===== config.mk =====
export PLATFORM = sky130hd
export DESIGN_NAME = axis_lane_accumulator
export DESIGN_NICKNAME = d
export VERILOG_FILES = /design/src/rtl/axis_lane_accumulator.sv
export SDC_FILE = /design/constraint.sdc
export NUM_CORES = 1
export LEC_CHECK = 0
export ABC_CLOCK_PERIOD_IN_PS = 4300
export CELL_PAD_IN_SITES_DETAIL_PLACEMENT = 1
export CELL_PAD_IN_SITES_GLOBAL_PLACEMENT = 1
export CORE_MARGIN = 5
export CORE_UTILIZATION = 44
export CTS_BUF_LIST = sky130_fd_sc_hd__clkbuf_2
export DETAILED_ROUTE_END_ITERATION = 16
export GPL_ROUTABILITY_DRIVEN = 0
export PLACE_DENSITY = 0.91
export SETUP_SLACK_MARGIN = 0.4
export SYNTH_ARGS = -nofsm -noshare
export SYNTH_HDL_FRONTEND = slang
export SYNTH_SLANG_ARGS = --single-unit
export TNS_END_PERCENT = 1

===== constraint.sdc =====
create_clock -name sys_clk -period 4.3 [get_ports sys_clk]
set_input_delay 0.43 -clock sys_clk [delete_from_list [all_inputs] [get_ports sys_clk]]
set_output_delay 0.43 -clock sys_clk [all_outputs]
set_load 0.005 [all_outputs]

===== src/rtl/axis_lane_accumulator.sv =====
// Multi-lane AXI-Stream packet accumulator.
// Sums signed lanes per packet and emits one result beat.
module axis_lane_accumulator #(
   parameter int LANES  = 1,
   parameter int LANE_W = 64,
   parameter int SAT_EN = 1
) (
   input  logic                      sys_clk,
   input  logic                      sys_rst_n,
   input  logic                      accu_en,
   output logic                      accu_finished,
   output logic [LANES-1:0]          sat_ovf,
   output logic                      len_ovf,
   output logic [15:0]               beat_cnt,
   input  logic                      s_axis_tvalid,
   output logic                      s_axis_tready,
   input  logic                      s_axis_tlast,
   input  logic [LANES*LANE_W-1:0]   s_axis_tdata,
   input  logic [LANES*LANE_W/8-1:0] s_axis_tkeep,
   output logic                      m_axis_tvalid,
   input  logic                      m_axis_tready,
   output logic                      m_axis_tlast,
   output logic [LANES*LANE_W-1:0]   m_axis_tdata,
   output logic [LANES*LANE_W/8-1:0] m_axis_tkeep
);

   localparam int DATA_W = LANES * LANE_W;
   localparam int KEEP_W = DATA_W / 8;
   localparam int ACC_W  = LANE_W + 16;
   localparam int KB     = LANE_W / 8;

   localparam logic [LANE_W-1:0] L_MAX = {1'b0, {(LANE_W-1){1'b1}}};
   localparam logic [LANE_W-1:0] L_MIN = {1'b1, {(LANE_W-1){1'b0}}};

   typedef enum logic [1:0] {
      S_IDLE,
      S_ACCUM,
      S_OUTPUT,
      S_DONE
   } state_t;

   state_t              r_state;
   logic                r_s_tready;
   logic                r_m_tvalid;
   logic                r_m_tlast;
   logic [KEEP_W-1:0]   r_m_tkeep;
   logic [DATA_W-1:0]   r_m_tdata;
   logic                r_fin;
   logic [LANES-1:0]    r_sat_ovf;
   logic                r_len_ovf;
   logic [15:0]         r_beat;
   logic [ACC_W-1:0]    r_acc [LANES];

   logic [ACC_W-1:0]    w_acc_nxt [LANES];
   logic [DATA_W-1:0]   w_res;
   logic [LANES-1:0]    w_ovf;

   // Per-lane next sum, range check and result formatting.
   for (genvar g = 0; g < LANES; g++) begin : g_lane
      logic [LANE_W-1:0]      w_smp;
      logic [ACC_W-1:0]       w_ext;
      logic                   w_keep;
      logic [ACC_W-LANE_W:0]  w_top;

      assign w_smp  = s_axis_tdata[g*LANE_W +: LANE_W];
      assign w_keep = &s_axis_tkeep[g*KB +: KB];
      assign w_ext  = {{16{w_smp[LANE_W-1]}}, w_smp};

      assign w_acc_nxt[g] = w_keep ? (r_acc[g] + w_ext) : r_acc[g];

      // Sum fits iff all bits above the lane sign bit match it.
      assign w_top    = w_acc_nxt[g][ACC_W-1:LANE_W-1];
      assign w_ovf[g] = ~((&w_top) | ~(|w_top));

      assign w_res[g*LANE_W +: LANE_W] =
         ((SAT_EN != 0) && w_ovf[g]) ?
            (w_top[ACC_W-LANE_W] ? L_MIN : L_MAX) :
            w_acc_nxt[g][LANE_W-1:0];
   end

   // Control FSM with registered stream, status and accumulator state.
   always_ff @(posedge sys_clk or negedge sys_rst_n) begin
      if (!sys_rst_n) begin
         r_state    <= S_IDLE;
         r_s_tready <= 1'b0;
         r_m_tvalid <= 1'b0;
         r_m_tlast  <= 1'b0;
         r_m_tkeep  <= '0;
         r_m_tdata  <= '0;
         r_fin      <= 1'b0;
         r_sat_ovf  <= '0;
         r_len_ovf  <= 1'b0;
         r_beat     <= '0;
         for (int i = 0; i < LANES; i++) r_acc[i] <= '0;
      end else begin
         unique case (r_state)
            S_IDLE: begin
               if (accu_en) begin
                  r_state    <= S_ACCUM;
                  r_s_tready <= 1'b1;
                  r_sat_ovf  <= '0;
                  r_len_ovf  <= 1'b0;
                  r_beat     <= '0;
                  for (int i = 0; i < LANES; i++) r_acc[i] <= '0;
               end
            end
            S_ACCUM: begin
               if (!accu_en) begin
                  r_state    <= S_IDLE;
                  r_s_tready <= 1'b0;
               end else if (s_axis_tvalid) begin
                  for (int i = 0; i < LANES; i++) r_acc[i] <= w_acc_nxt[i];
                  if (r_beat == 16'hFFFF) r_len_ovf <= 1'b1;
                  else                    r_beat    <= r_beat + 16'd1;
                  if (s_axis_tlast) begin
                     r_state    <= S_OUTPUT;
                     r_s_tready <= 1'b0;
                     r_m_tvalid <= 1'b1;
                     r_m_tlast  <= 1'b1;
                     r_m_tkeep  <= '1;
                     r_m_tdata  <= w_res;
                     r_sat_ovf  <= w_ovf;
                  end
               end
            end
            S_OUTPUT: begin
               if (m_axis_tready) begin
                  r_state    <= S_DONE;
                  r_m_tvalid <= 1'b0;
                  r_m_tlast  <= 1'b0;
                  r_m_tkeep  <= '0;
                  r_fin      <= 1'b1;
               end
            end
            S_DONE: begin
               r_fin   <= 1'b0;
               r_state <= S_IDLE;
            end
            default: r_state <= S_IDLE;
         endcase
      end
   end

   assign s_axis_tready = r_s_tready;
   assign m_axis_tvalid = r_m_tvalid;
   assign m_axis_tlast  = r_m_tlast;
   assign m_axis_tkeep  = r_m_tkeep;
   assign m_axis_tdata  = r_m_tdata;
   assign accu_finished = r_fin;
   assign sat_ovf       = r_sat_ovf;
   assign len_ovf       = r_len_ovf;
   assign beat_cnt      = r_beat;

endmodule


==> reports/metrics.cfg, run 1 <==
[yosys]
avgSynthCellArea_um2 = 7.93
syn-instance-count = 1829
seq_area_frac_synth_pct = 28.8
synth_edf_count = 0
syn-cell-area_mm2 = 0.0145
ys_ff_latch = 167
synth_ff_type = dfrtp_1
synth_nets = 1988
synth.distinct_cells = 98
yosysWarnings = 0
async_flop_share_pct = 100

[floorplanning]
num_rows = 66
io_pins = 172
start_util_pct = 44.6
die_h_um = 192
die_w_um = 192

[cts]
cts_buffers = 17
cts-htree-levels = 4
cts_num_sinks = 167
cts_root_buffer = clkbuf_2
cts_max_path_buffers = 2

[place]
dp_cells = 2671
hpwl_mm = 56.8
port_buffers = 171

[outcome]
last-stage-reached = 5_1_grt
tool.error = [ERROR GRT-0232] Routing congestion too high. Check the congestion heatmap in the GUI.
status = did not finish

[timing]
worst_endpoint = m_axis_tdata[52]$_DFFE_PN0P_/D
worstEndpointType = sequential cell input

[global_routing]
grt_overflow_total = 77
grt_max_degree = 104
grtUsageTotal_pct = 68.4

-- per-layer routing --
layer	GRT usage [%]	overflow
met2	87.1	39
met4	69.8	36
met3	50.9	1
met5	15.8	0
met1	67.7	1
-- synthesized netlist by cell type (13+ instances only) --
| cell | instances | area (um^2) |
|---|---|---|
| a21o_1 | 23 | 173 |
| a21oi_1 | 166 | 831 |
| a22o_1 | 17 | 149 |
| a22oi_1 | 54 | 405 |
| buf_2 | 28 | 140 |
| buf_4 | 17 | 128 |
| buf_6 | 13 | 146 |
| clkbuf_1 | 55 | 206 |
| dfrtp_1 | 167 | 4180 |
| ha_1 | 80 | 1000 |
| inv_1 | 21 | 78.8 |
| mux2i_1 | 27 | 270 |
| nand2_1 | 226 | 848 |
| nand3_1 | 90 | 450 |
| nand4_1 | 106 | 663 |
| nor2_1 | 183 | 687 |
| nor3_1 | 22 | 110 |
| o211ai_1 | 17 | 128 |
| o21a_1 | 13 | 97.6 |
| o21ai_0 | 163 | 816 |
| o31ai_1 | 14 | 105 |
| or3_1 | 13 | 81.3 |
| xnor2_1 | 26 | 228 |
| xor2_1 | 49 | 429 |
-- per-stage QoR --
| stage | hold WS (ps) | setup TNS, ps | setup WS (ps) | instance area (um^2) |
|---|---|---|---|---|
| 3_5_place_dp | 502 | -70610 | -1130 | 18800 |
| 2_1_floorplan | 134 | 0 | 440 | 14500 |
| 3_3_place_gp | 475 | -46920 | -760 | 18800 |
| 4_1_cts | 89.4 | 0 | 77.5 | 19900 |
-- repair_timing --
action                                  in CTS
pin swaps                                   28
endpoints found under the setup margin      67
setup buffers                               36
endpoints found under the hold margin       90
hold buffers                                 1
gates cloned                                 1
gates resized for setup                    106
-- logic make-up after synthesis --
kind of cell | count (synthesis) | share of synthesized area (%)
AO/OA/AOI/OAI | 596 | 27.2
XOR/XNOR | 75 | 4.53
adder cells (fa/ha/maj) | 81 | 7.04
buffers and inverters | 153 | 6.06
flip-flops | 167 | 28.8
multiplexers | 28 | 1.94
AND/OR/NAND/NOR | 729 | 24.4
==> inputs of run 2 (changes only) <==
==> config.mk (replaced) <==
export PLATFORM = sky130hd
export DESIGN_NAME = axis_lane_accumulator
export DESIGN_NICKNAME = d
export VERILOG_FILES = /design/src/rtl/axis_lane_accumulator.sv
export SDC_FILE = /design/constraint.sdc
export NUM_CORES = 1
export LEC_CHECK = 0
export ABC_CLOCK_PERIOD_IN_PS = 4300
export CORE_MARGIN = 5
export CORE_UTILIZATION = 30
export DETAILED_ROUTE_END_ITERATION = 16
export GPL_ROUTABILITY_DRIVEN = 0
export PLACE_DENSITY_LB_ADDON = 0.15
export SYNTH_ARGS = -nofsm -noshare
export SYNTH_HDL_FRONTEND = slang
export SYNTH_SLANG_ARGS = --single-unit
export TNS_END_PERCENT = 1
==> run 2 against run 1 <==
  * The run now ends clean
  * Area after synthesis unchanged
  * Synthesized cell count unchanged
==> reports/metrics.cfg, run 2 <==
[outcome]
status = finished, final reports clean

[power_and_ir_drop]
ir_worst_vdd_mv = 0.172
netSwitchingFraction_pct = 31.2
seq_power_share_pct = 40.4
finalPower_mw = 4.25
power.leakage_nw = 8.78
power.switching_mw = 1.33
internal-power_mw = 2.92
p_comb_share_pct = 21.7
power.density_mw_per_mm2 = 210
clkPwrFrac_pct = 37.9

[setup_path]
cp.required_ps = 4660
crit_chain = clkdlybuf4s50_1 > ha_1 > buf_4 > a21oi_1 > o21ai_0 > a21oi_1 > nor2_1 > o41ai_1 > and3b_1 > o2111ai_1 > a21boi_2 > nand4_1 > o41ai_4 > buf_12 > clkbuf_16 > nand3_1
r2r_start = r_acc[17]
worst_r2r_path_depth = 16
cp-end-kind = flop
r2r-end = m_axis_tdata[36]
cpMostUsedCell = a21oi_1
worstPathArrival_ps = 4570
rrSetupSlack_ps = 130
slowest_stage = clkdlybuf4s50_1
slowest_delay_ps = 510
crit_path_start_kind = input pin
cp_max_fo = 10
path_class = in2reg

[yosys]
syn-cell-area_mm2 = 0.0145
synth_edf_count = 0
synth.distinct_cells = 98
synthTopCellsByArea = dfrtp_1, ha_1, nand2_1
yosysWarnings = 0
synth_ff_type = dfrtp_1
ys_ff_latch = 167
seq_area_frac_synth_pct = 28.8
synth_nets = 1988
yosysTopAreaCellShare_pct = 28.8
ys_top_cells_by_count = nand2_1, nor2_1, dfrtp_1, a21oi_1, o21ai_0
yosysTopAreaCell = dfrtp_1
async_flop_share_pct = 100
avgSynthCellArea_um2 = 7.93
syn-instance-count = 1829
yosys.cell_count.top_type = nand2_1

[timing]
skew_ps = 19.1
finalCritPeriodShare_pct = 97.8
grt_setup_unrepaired = yes
final.setup.tns_ps = 0
setup_violations = 0
timing.fmax_mhz = 238
slew_viol_final = 0
hold_viol = 0
layout_min_cycle_time_ps = 4200
worst_pin_slew_ps = 966
slew_headroom_pct = 35.6
fin_ws_ps = 95.9

[detailed_routing]
viasPerCell = 5.55
num_vias = 16200
ant_nets = 0
route.detailed.drc = 0
dr.pass1.iters = 5
routed_wl_mm = 62.2
drtIter0Drc = 1301
avgRoutedWirePerCell_um = 21.4

[place]
pre_cts_slack_ps = -776
dp_cells = 2866
hpwl_mm = 47.7
port_buffers = 171

[cells_and_area]
stdcell_count = 2910
top_register = r_acc
register_area_mm2 = 0.00418
area_delta_synth_final_pct = 39.6
largest_reg_flops = 80
drive_above_1_share_pct = 23.1
final_nets = 2441
mostFrequentLayoutCell = buf_4
final_cell_mix = buf_4, nand2_1, nor2_1, clkdlybuf4s50_1, dfrtp_1
multi_input_area_mm2 = 0.00970
fill_cells = 4890
diodes = 0

[cts]
cts_max_path_buffers = 2
cts_num_sinks = 167
cts_hold_buf = 0
clk_pin_slew_worst_paths_ps = 70
worst_skew_pair.late_latency_ps = 500
cts_buffers = 17
tritoncts = yes
cts-htree-levels = 4
cts_root_buffer = clkbuf_16

[global_routing]
grt_overflow_total = 0
grt_pass1_vias = 16100
antenna_found_initial = 0
grtUsageTotal_pct = 22.5
grt_max_degree = 101
grt_pass1_wl_mm = 94.4

[floorplanning]
start_util_pct = 30.4
num_rows = 80
die_h_um = 230
die_area_mm2 = 0.0528
io_pins = 172
coreArea_mm2 = 0.0477
die_w_um = 230

[min_path]
worstHoldPathType = in2async

[job]
maxCapViolCount = 0

run 2: cell counts after synthesis:
Identical to the previous run, type by type.
run 2: what timing repair did:
action                     4_1_cts  5_1_grt
gates resized for setup          6       55
gates cloned                     0        6
pin swaps                        2       11
setup buffers                    3        3
setup endpoints to repair       64       64
run 2: area by class of cell:
type	count	share of cell area, %
multi-input combinational	1509	47.9
timing repair buffer	566	24.3
tap	615	3.80
sequential	167	20.6
clock inverter	14	0.804
inverter	21	0.389
clock buffer	18	2.17
run 2: power by group through the flow:
stage / Clock (mW) / Sequential (mW) / Combinational (mW)
detailed placement: 0 / 1.75 / 0.916
global route: 1.72 / 1.73 / 0.998
floorplan: 0 / 1.74 / 0.395
global placement: 0 / 1.75 / 0.908
CTS: 1.67 / 1.72 / 0.921
finish: 1.61 / 1.72 / 0.920
run 2: logic make-up after synthesis:
group,Yosys count,share of synthesized area (%)
AOI/OAI and AO/OA,596,27.2
muxes,28,1.94
xor gates and xnor gates,75,4.53
adders and majority gates,81,7.04
DFF,167,28.8
buffers and inverters,153,6.06
and+or+nand+nor,729,24.4
run 2: worst max-delay path by stage:
stage / startpoint / to / depth (start not counted)
finish: s_axis_tdata[40] / m_axis_tdata[37] / 16
global route: r_acc[16] / m_axis_tdata[19] / 17
CTS: s_axis_tdata[63] / m_axis_tdata[47] / 18
detailed placement: s_axis_tdata[0] / m_axis_tdata[33] / 16
global placement: s_axis_tdata[0] / m_axis_tdata[41] / 16
floorplan: s_axis_tdata[0] / m_axis_tdata[51] / 14
run 2: metal layers:
| layer | vias up | GRT usage [%] | routed length, um |
|---|---|---|---|
| li1 | 7715 | - | - |
| met5 | - | 0 | 0 |
| met1 | 7820 | 30.7 | 27900 |
| met2 | 543 | 36.7 | 28800 |
| met4 | 0 | 6.99 | 1860 |
| met3 | 85 | 3.69 | 3620 |
run 2: stage by stage:
stage	area, um^2	hold WS, ps	utilization [%]
3_5_place_dp	19200	498	40.3
2_1_floorplan	14500	134	-
6_report	20200	4.65	42.4
4_1_cts	19900	54.6	41.6
5_1_grt	20200	95.4	42.4
3_3_place_gp	19200	488	40.3
run 2: critical path, delay by kind of cell:
family	cells	cell delay [ps]
buf+inv	4	1130
fa+ha+maj	1	410
compound gates	7	1950
simple gates	4	640
Power figures use the tool's default switching activity.
==> inputs of run 3 (changes only) <==
--- a/config.mk
+++ b/config.mk
@@ -5,9 +5,10 @@
 export SDC_FILE = /design/constraint.sdc
 export NUM_CORES = 1
 export LEC_CHECK = 0
+export ABC_AREA = 1
 export ABC_CLOCK_PERIOD_IN_PS = 4300
-export CORE_MARGIN = 5
 export CORE_UTILIZATION = 30
+export CTS_CLUSTER_SIZE = 40
 export DETAILED_ROUTE_END_ITERATION = 16
 export GPL_ROUTABILITY_DRIVEN = 0
 export PLACE_DENSITY_LB_ADDON = 0.15
==> run 3 against run 2 <==
  * First-iteration DRC count shrank 13%
  * Area after synthesis up 7.9%
  * Sequential share of layout area grew 1.7 points
  * Critical path depth is 3 higher
  * Core utilization is 6.1 points lower
  * Clock power about the same
  * Critical path type unchanged
  * Worst hold slack better by 500 ps
  * Combinational power grew 120%
  * Critical endpoint is now m_axis_tdata[21]
  * Setup slack improved by 190 ps
==> reports/metrics.cfg, run 3 <==
[outcome]
status = finished, final reports clean

[floorplanning]
start_util_pct = 30.4
die_w_um = 230
num_rows = 83
coreArea_mm2 = 0.0514
io_pins = 172
die_area_mm2 = 0.0531
die_h_um = 230

[place]
pre_cts_slack_ps = -62.8
port_buffers = 171
placed_area_mm2 = 0.0181
dp_cells = 3335
hpwl_mm = 45.2

[yosys]
synth.distinct_cells = 44
yosysWarnings = 0
synth_edf_count = 0
yosysTopAreaCellShare_pct = 26.7
seq_area_frac_synth_pct = 26.7
avgSynthCellArea_um2 = 6.23
syn-cell-area_mm2 = 0.0156
yosysTopAreaCell = dfrtp_1
async_flop_share_pct = 100
synth_nets = 2670
synth_ff_type = dfrtp_1
ys_top_cells_by_count = nand2_1, inv_1, nor2_1, dfrtp_1, o21ai_0
ys_ff_latch = 167
yosys.cell_count.top_type = nand2_1
syn-instance-count = 2511
synthTopCellsByArea = dfrtp_1, nand2_1, inv_1

[power_and_ir_drop]
seq_power_share_pct = 37.0
ir_worst_vdd_mv = 0.316
power.switching_mw = 2.04
power.density_mw_per_mm2 = 310
internal-power_mw = 3.75
power.leakage_nw = 9.64
p_comb_share_pct = 35.7
clkPwrFrac_pct = 27.3
netSwitchingFraction_pct = 35.2

[timing]
grt_setup_unrepaired = no
fin_ws_ps = 283
layout_min_cycle_time_ps = 4020
hold_viol = 0
setup_violations = 0
slew_viol_final = 0
finalCritPeriodShare_pct = 93.4
slew_headroom_pct = 32.1
timing.fmax_mhz = 249
final.setup.tns_ps = 0
skew_ps = 10.7
worst_pin_slew_ps = 1020

[cells_and_area]
drive_above_1_share_pct = 12.1
top_register = r_acc
mostFrequentLayoutCell = nand2_1
largest_reg_flops = 80
final_nets = 2834
diodes = 0
area_delta_synth_final_pct = 19.4
stdcell_count = 3368
final_cell_mix = nand2_1, inv_1, nor2_1, clkdlybuf4s50_1, dfrtp_1
final_area_mm2 = 0.0187

[detailed_routing]
num_vias = 15800
drtIter0Drc = 1128
ant_nets = 0
route.detailed.drc = 0
avgRoutedWirePerCell_um = 16.5
routed_wl_mm = 55.6
dr.pass1.iters = 5
viasPerCell = 4.70

[setup_path]
cp-end-kind = flop
path_class = in2reg
crit_buf_inv = 2
crit_chain = clkdlybuf4s50_1 > ha_1 > a21oi_1 > a21boi_0 > nor2_1 > nor2_1 > nand2_1 > a21oi_1 > nand3_1 > nand3_1 > nand2_1 > nor2_1 > nand2_1 > nor2_2 > nand3_2 > nand2_8 > buf_12 > nand2_2 > a21oi_2
slowest_delay_ps = 670
cp_max_fo = 28
cp.required_ps = 4720
crit_family = simple AND/OR/NAND/NOR gates
worstPathArrival_ps = 4440
crit_path_start_kind = input pin
slowest_stage = clkdlybuf4s50_1

[cts]
cts_max_path_buffers = 2
cts_root_buffer = clkbuf_16
worst_skew_pair.late_latency_ps = 490
cts_buffers = 17
tritoncts = yes
clk_pin_slew_worst_paths_ps = 80
cts-htree-levels = 4
cts-resized-gates = 0
cts_num_sinks = 167

[global_routing]
grt_overflow_total = 0
grtUsageTotal_pct = 21.2
antenna_found_initial = 0
grt_pass1_wl_mm = 86.8
grt_max_degree = 78
grt_pass1_vias = 15200

[min_path]
worstHoldPathType = reg2reg

[job]
maxCapViolCount = 0

-- run 3: cell count changes after synthesis, sizes merged, moves of 43 or more --
cell,change
nor2,+106
a22oi,-54
nand2,+671
inv,+424
nand4,-100
buf,-43
-- run 3: worst reg2reg max path: stages, from the launching register on --
cell and delay, ps:
dfrtp_1 400, ha_1 230, fa_1 440, nand2_1 90, nor2_1 50, nand2_1 90
nand3_1 160, nand2_1 100, nand3_1 240, nand2_1 170, nand3_2 210, nand2_1 170
nand3_1 80, nand3_1 110, nand2_1 120, nor2_1 110, nand2_1 70, nor2_2 140
nand3_2 140, nand2_8 150, buf_12 230, nand2_2 130, a21oi_2 110
-- run 3: logic make-up after synthesis --
group	after synthesis	share of synthesized area, %
simple gates	1345	36.9
flops	167	26.7
fa+ha+maj	81	6.53
buf+inv	512	13.8
compound gates	369	14.1
xor+xnor	37	2.07
-- run 3: power groups by stage --
stage | Sequential (mW) | Combinational, mW | Clock (mW)
2_1_floorplan | 2.16 | 1.00 | 0
3_3_place_gp | 2.18 | 2.08 | 0
3_5_place_dp | 2.18 | 2.10 | 0
4_1_cts | 2.16 | 2.10 | 1.64
5_1_grt | 2.19 | 2.26 | 1.69
6_report | 2.14 | 2.07 | 1.58
-- run 3: worst paths after layout --
kind                                  startpoint               end  slack, ps  cells past startpoint
max in group asynchronous              sys_rst_n          r_acc[3]       2620                      3
worst max-delay path            s_axis_tdata[63]  m_axis_tdata[21]        280                     19
worst max register to register          r_acc[0]  m_axis_tdata[21]        510                     22
min in group asynchronous              sys_rst_n         r_acc[16]        530                      2
worst min-delay path                     len_ovf           len_ovf        510                      2
worst min register to register           len_ovf           len_ovf        510                      2
-- run 3: stage by stage --
step	power [mW]	hold slack [ps]	util [%]
global placement	4.26	490	35.2
finish	5.79	507	36.3
detailed placement	4.28	493	35.2
CTS	5.91	512	36.3
floorplan	3.16	134	-
global route	6.15	527	36.3
-- run 3: final cells by class --
type | instances | area, um^2
Clock buffer | 17 | 425
Inverter | 450 | 1690
Clock inverter | 15 | 158
Tap cell | 680 | 851
Sequential cell | 167 | 4180
Fill cell | 5679 | 32700
Multi-Input combinational cell | 1832 | 9320
Timing Repair Buffer | 207 | 2050
-- run 3: timing repair --
item,in CTS,in global routing
hold buffers,1,0
endpoints found under the hold margin,14,0
buffers inserted,0,0
-- run 3: layer usage --
layer | vias to the layer above | wire, um | global-route usage [%]
met3 | 72 | 2800 | 3.47
met2 | 392 | 26100 | 35.4
li1 | 8076 | - | -
met1 | 7299 | 25300 | 27.8
met5 | - | 0 | 0
met4 | 0 | 1420 | 6.79
==> inputs of run 4 (changes only) <==
--- a/config.mk
+++ b/config.mk
@@ -7,7 +7,7 @@
 export LEC_CHECK = 0
 export ABC_AREA = 1
 export ABC_CLOCK_PERIOD_IN_PS = 4300
-export CORE_UTILIZATION = 30
+export CORE_UTILIZATION = 41
 export CTS_CLUSTER_SIZE = 40
 export DETAILED_ROUTE_END_ITERATION = 16
 export GPL_ROUTABILITY_DRIVEN = 0
==> run 4 against run 3 <==
  * Clock skew is 10 ps higher
  * Cell count is 5.0% lower
  * Total power hardly changed
  * Worst hold slack worse by 480 ps
  * Non-clock buffer count is 1 higher
  * Count of clock-buffer cells in the layout is 1 higher
  * Critical endpoint is now m_axis_tdata[29]
==> reports/metrics.cfg, run 4 (synthesis results as in run 3) <==
[timing]
slew_viol_final = 0
slew_headroom_pct = 35.9
timing.fmax_mhz = 263
fin_ws_ps = 500
final.setup.tns_ps = 0
layout_min_cycle_time_ps = 3800
setup_violations = 0
skew_ps = 20.9
hold_viol = 0
worst_pin_slew_ps = 952
grt_setup_unrepaired = no
whs_ps = 22.7
finalCritPeriodShare_pct = 88.4

[cts]
cts-resized-gates = 0
tritoncts = yes
post_cts_buffers = 0
cts_max_path_buffers = 2
cts_buffers = 17
clk_pin_slew_worst_paths_ps = 70
cts-htree-levels = 4
cts_hold_buf = 0
cts_num_sinks = 167
worst_skew_pair.late_latency_ps = 470
cts_root_buffer = clkbuf_16

[global_routing]
grt_util_met1_pct = 37.9
grt_use_met2_pct = 41.2
grtUsageTotal_pct = 26.9
grt_pass1_vias = 15000
grt_max_degree = 92
antenna_found_initial = 1
use_met3_pct = 4.18
grt_pass1_wl_mm = 80.6
grt_overflow_total = 0
busiest_layer = met2

[floorplanning]
io_pins = 172
die_h_um = 197
die_w_um = 197
num_rows = 71
coreArea_mm2 = 0.0376
start_util_pct = 41.6
die_area_mm2 = 0.0389

[power_and_ir_drop]
power.leakage_nw = 9.64
finalPower_mw = 5.79
power.density_mw_per_mm2 = 314
ir_worst_vdd_mv = 0.283

[setup_path]
cp-end-kind = flop
worstPathArrival_ps = 4140
crit_path_start_kind = input pin
cp.required_ps = 4640
cp_max_fo = 22
worst_r2r_path_depth = 23
path_class = in2reg

[detailed_routing]
avgRoutedWirePerCell_um = 16.2
num_vias = 16000
viasPerCell = 5.00
routed_wl_mm = 52.0
drtIter0Drc = 1414
route.detailed.drc = 0
ant_nets = 0
dr.pass1.iters = 6

[cells_and_area]
diodes = 0
stdcell_count = 3200
final_core_util_pct = 49.1
final_area_mm2 = 0.0185
final_cell_mix = nand2_1, inv_1, nor2_1, clkdlybuf4s50_1, dfrtp_1
final_nets = 2835
mostFrequentLayoutCell = nand2_1
top_register = r_acc
drive_above_1_share_pct = 12.1
largest_reg_flops = 80
area_delta_synth_final_pct = 18.0

[min_path]
worstHoldPathType = in2async

[place]
port_buffers = 171
dp_cells = 3168
hpwl_mm = 42.1
placed_area_mm2 = 0.0179
pre_cts_slack_ps = 73.9

[outcome]
status = finished, final reports clean

[job]
maxCapViolCount = 0

## run 4: cell count changes in the layout (fill, tap and decap cells not counted)
cell,previous run,this run
buf_12,5,4
buf_4,30,33
clkbuf_8,0,1
clkinv_2,2,1
clkinv_4,0,3
clkinv_8,3,2
clkinvlp_4,2,1
dlygate4sd3_1,1,0
inv_6,5,2
inv_8,4,6
## run 4: final cells by class
cell class / count / area, um^2
clock inverter: 14 / 151
clock buffer: 18 / 439
timing repair buffer: 208 / 2040
inverter: 450 / 1690
tap: 511 / 639
multi-input combinational: 1832 / 9320
sequential: 167 / 4180
fill: 3957 / 19100
## run 4: metal layers
metal / wire length (um) / up-vias
li1: - / 8097
met3: 3520 / 98
met4: 1700 / 2
met1: 24500 / 7261
met2: 22200 / 556
met5: 8 / -
## run 4: path summary, 6_finish.rpt
path                       slack [ps]               end             start
setup / recovery                  500  m_axis_tdata[29]   s_axis_tdata[0]
hold reg to reg                   500  m_axis_tdata[63]  m_axis_tdata[63]
hold / removal                     20  m_axis_tdata[19]         sys_rst_n
max in group asynchronous        3150       beat_cnt[1]         sys_rst_n
min in group sys_clk              500  m_axis_tdata[63]  m_axis_tdata[63]
setup reg to reg                  530  m_axis_tdata[29]          r_acc[0]
## run 4: report_power, final
group | leakage (nW) | switching (mW) | internal (mW)
Clock | 0.288 | 0.785 | 0.793
Sequential | 2.17 | 0.220 | 1.91
Combinational | 7.18 | 1.01 | 1.07
## run 4: critical path: stages
cell and delay (ps):
clkdlybuf4s50_1 450, ha_1 280, fa_1 430, nand2_1 90
nor2_1 40, nand2_1 80, nand3_1 180, nand2_1 100
nand3_1 130, nand2_1 110, nand3_2 190, nand2_1 190
nand2_1 80, nand2_1 70, nand3_1 90, nand2_1 140
nand2_1 90, nor2_1 140, nand2_1 80, nor2_2 100
nor2_2 100, nor2_8 190, buf_12 230, a21oi_2 80
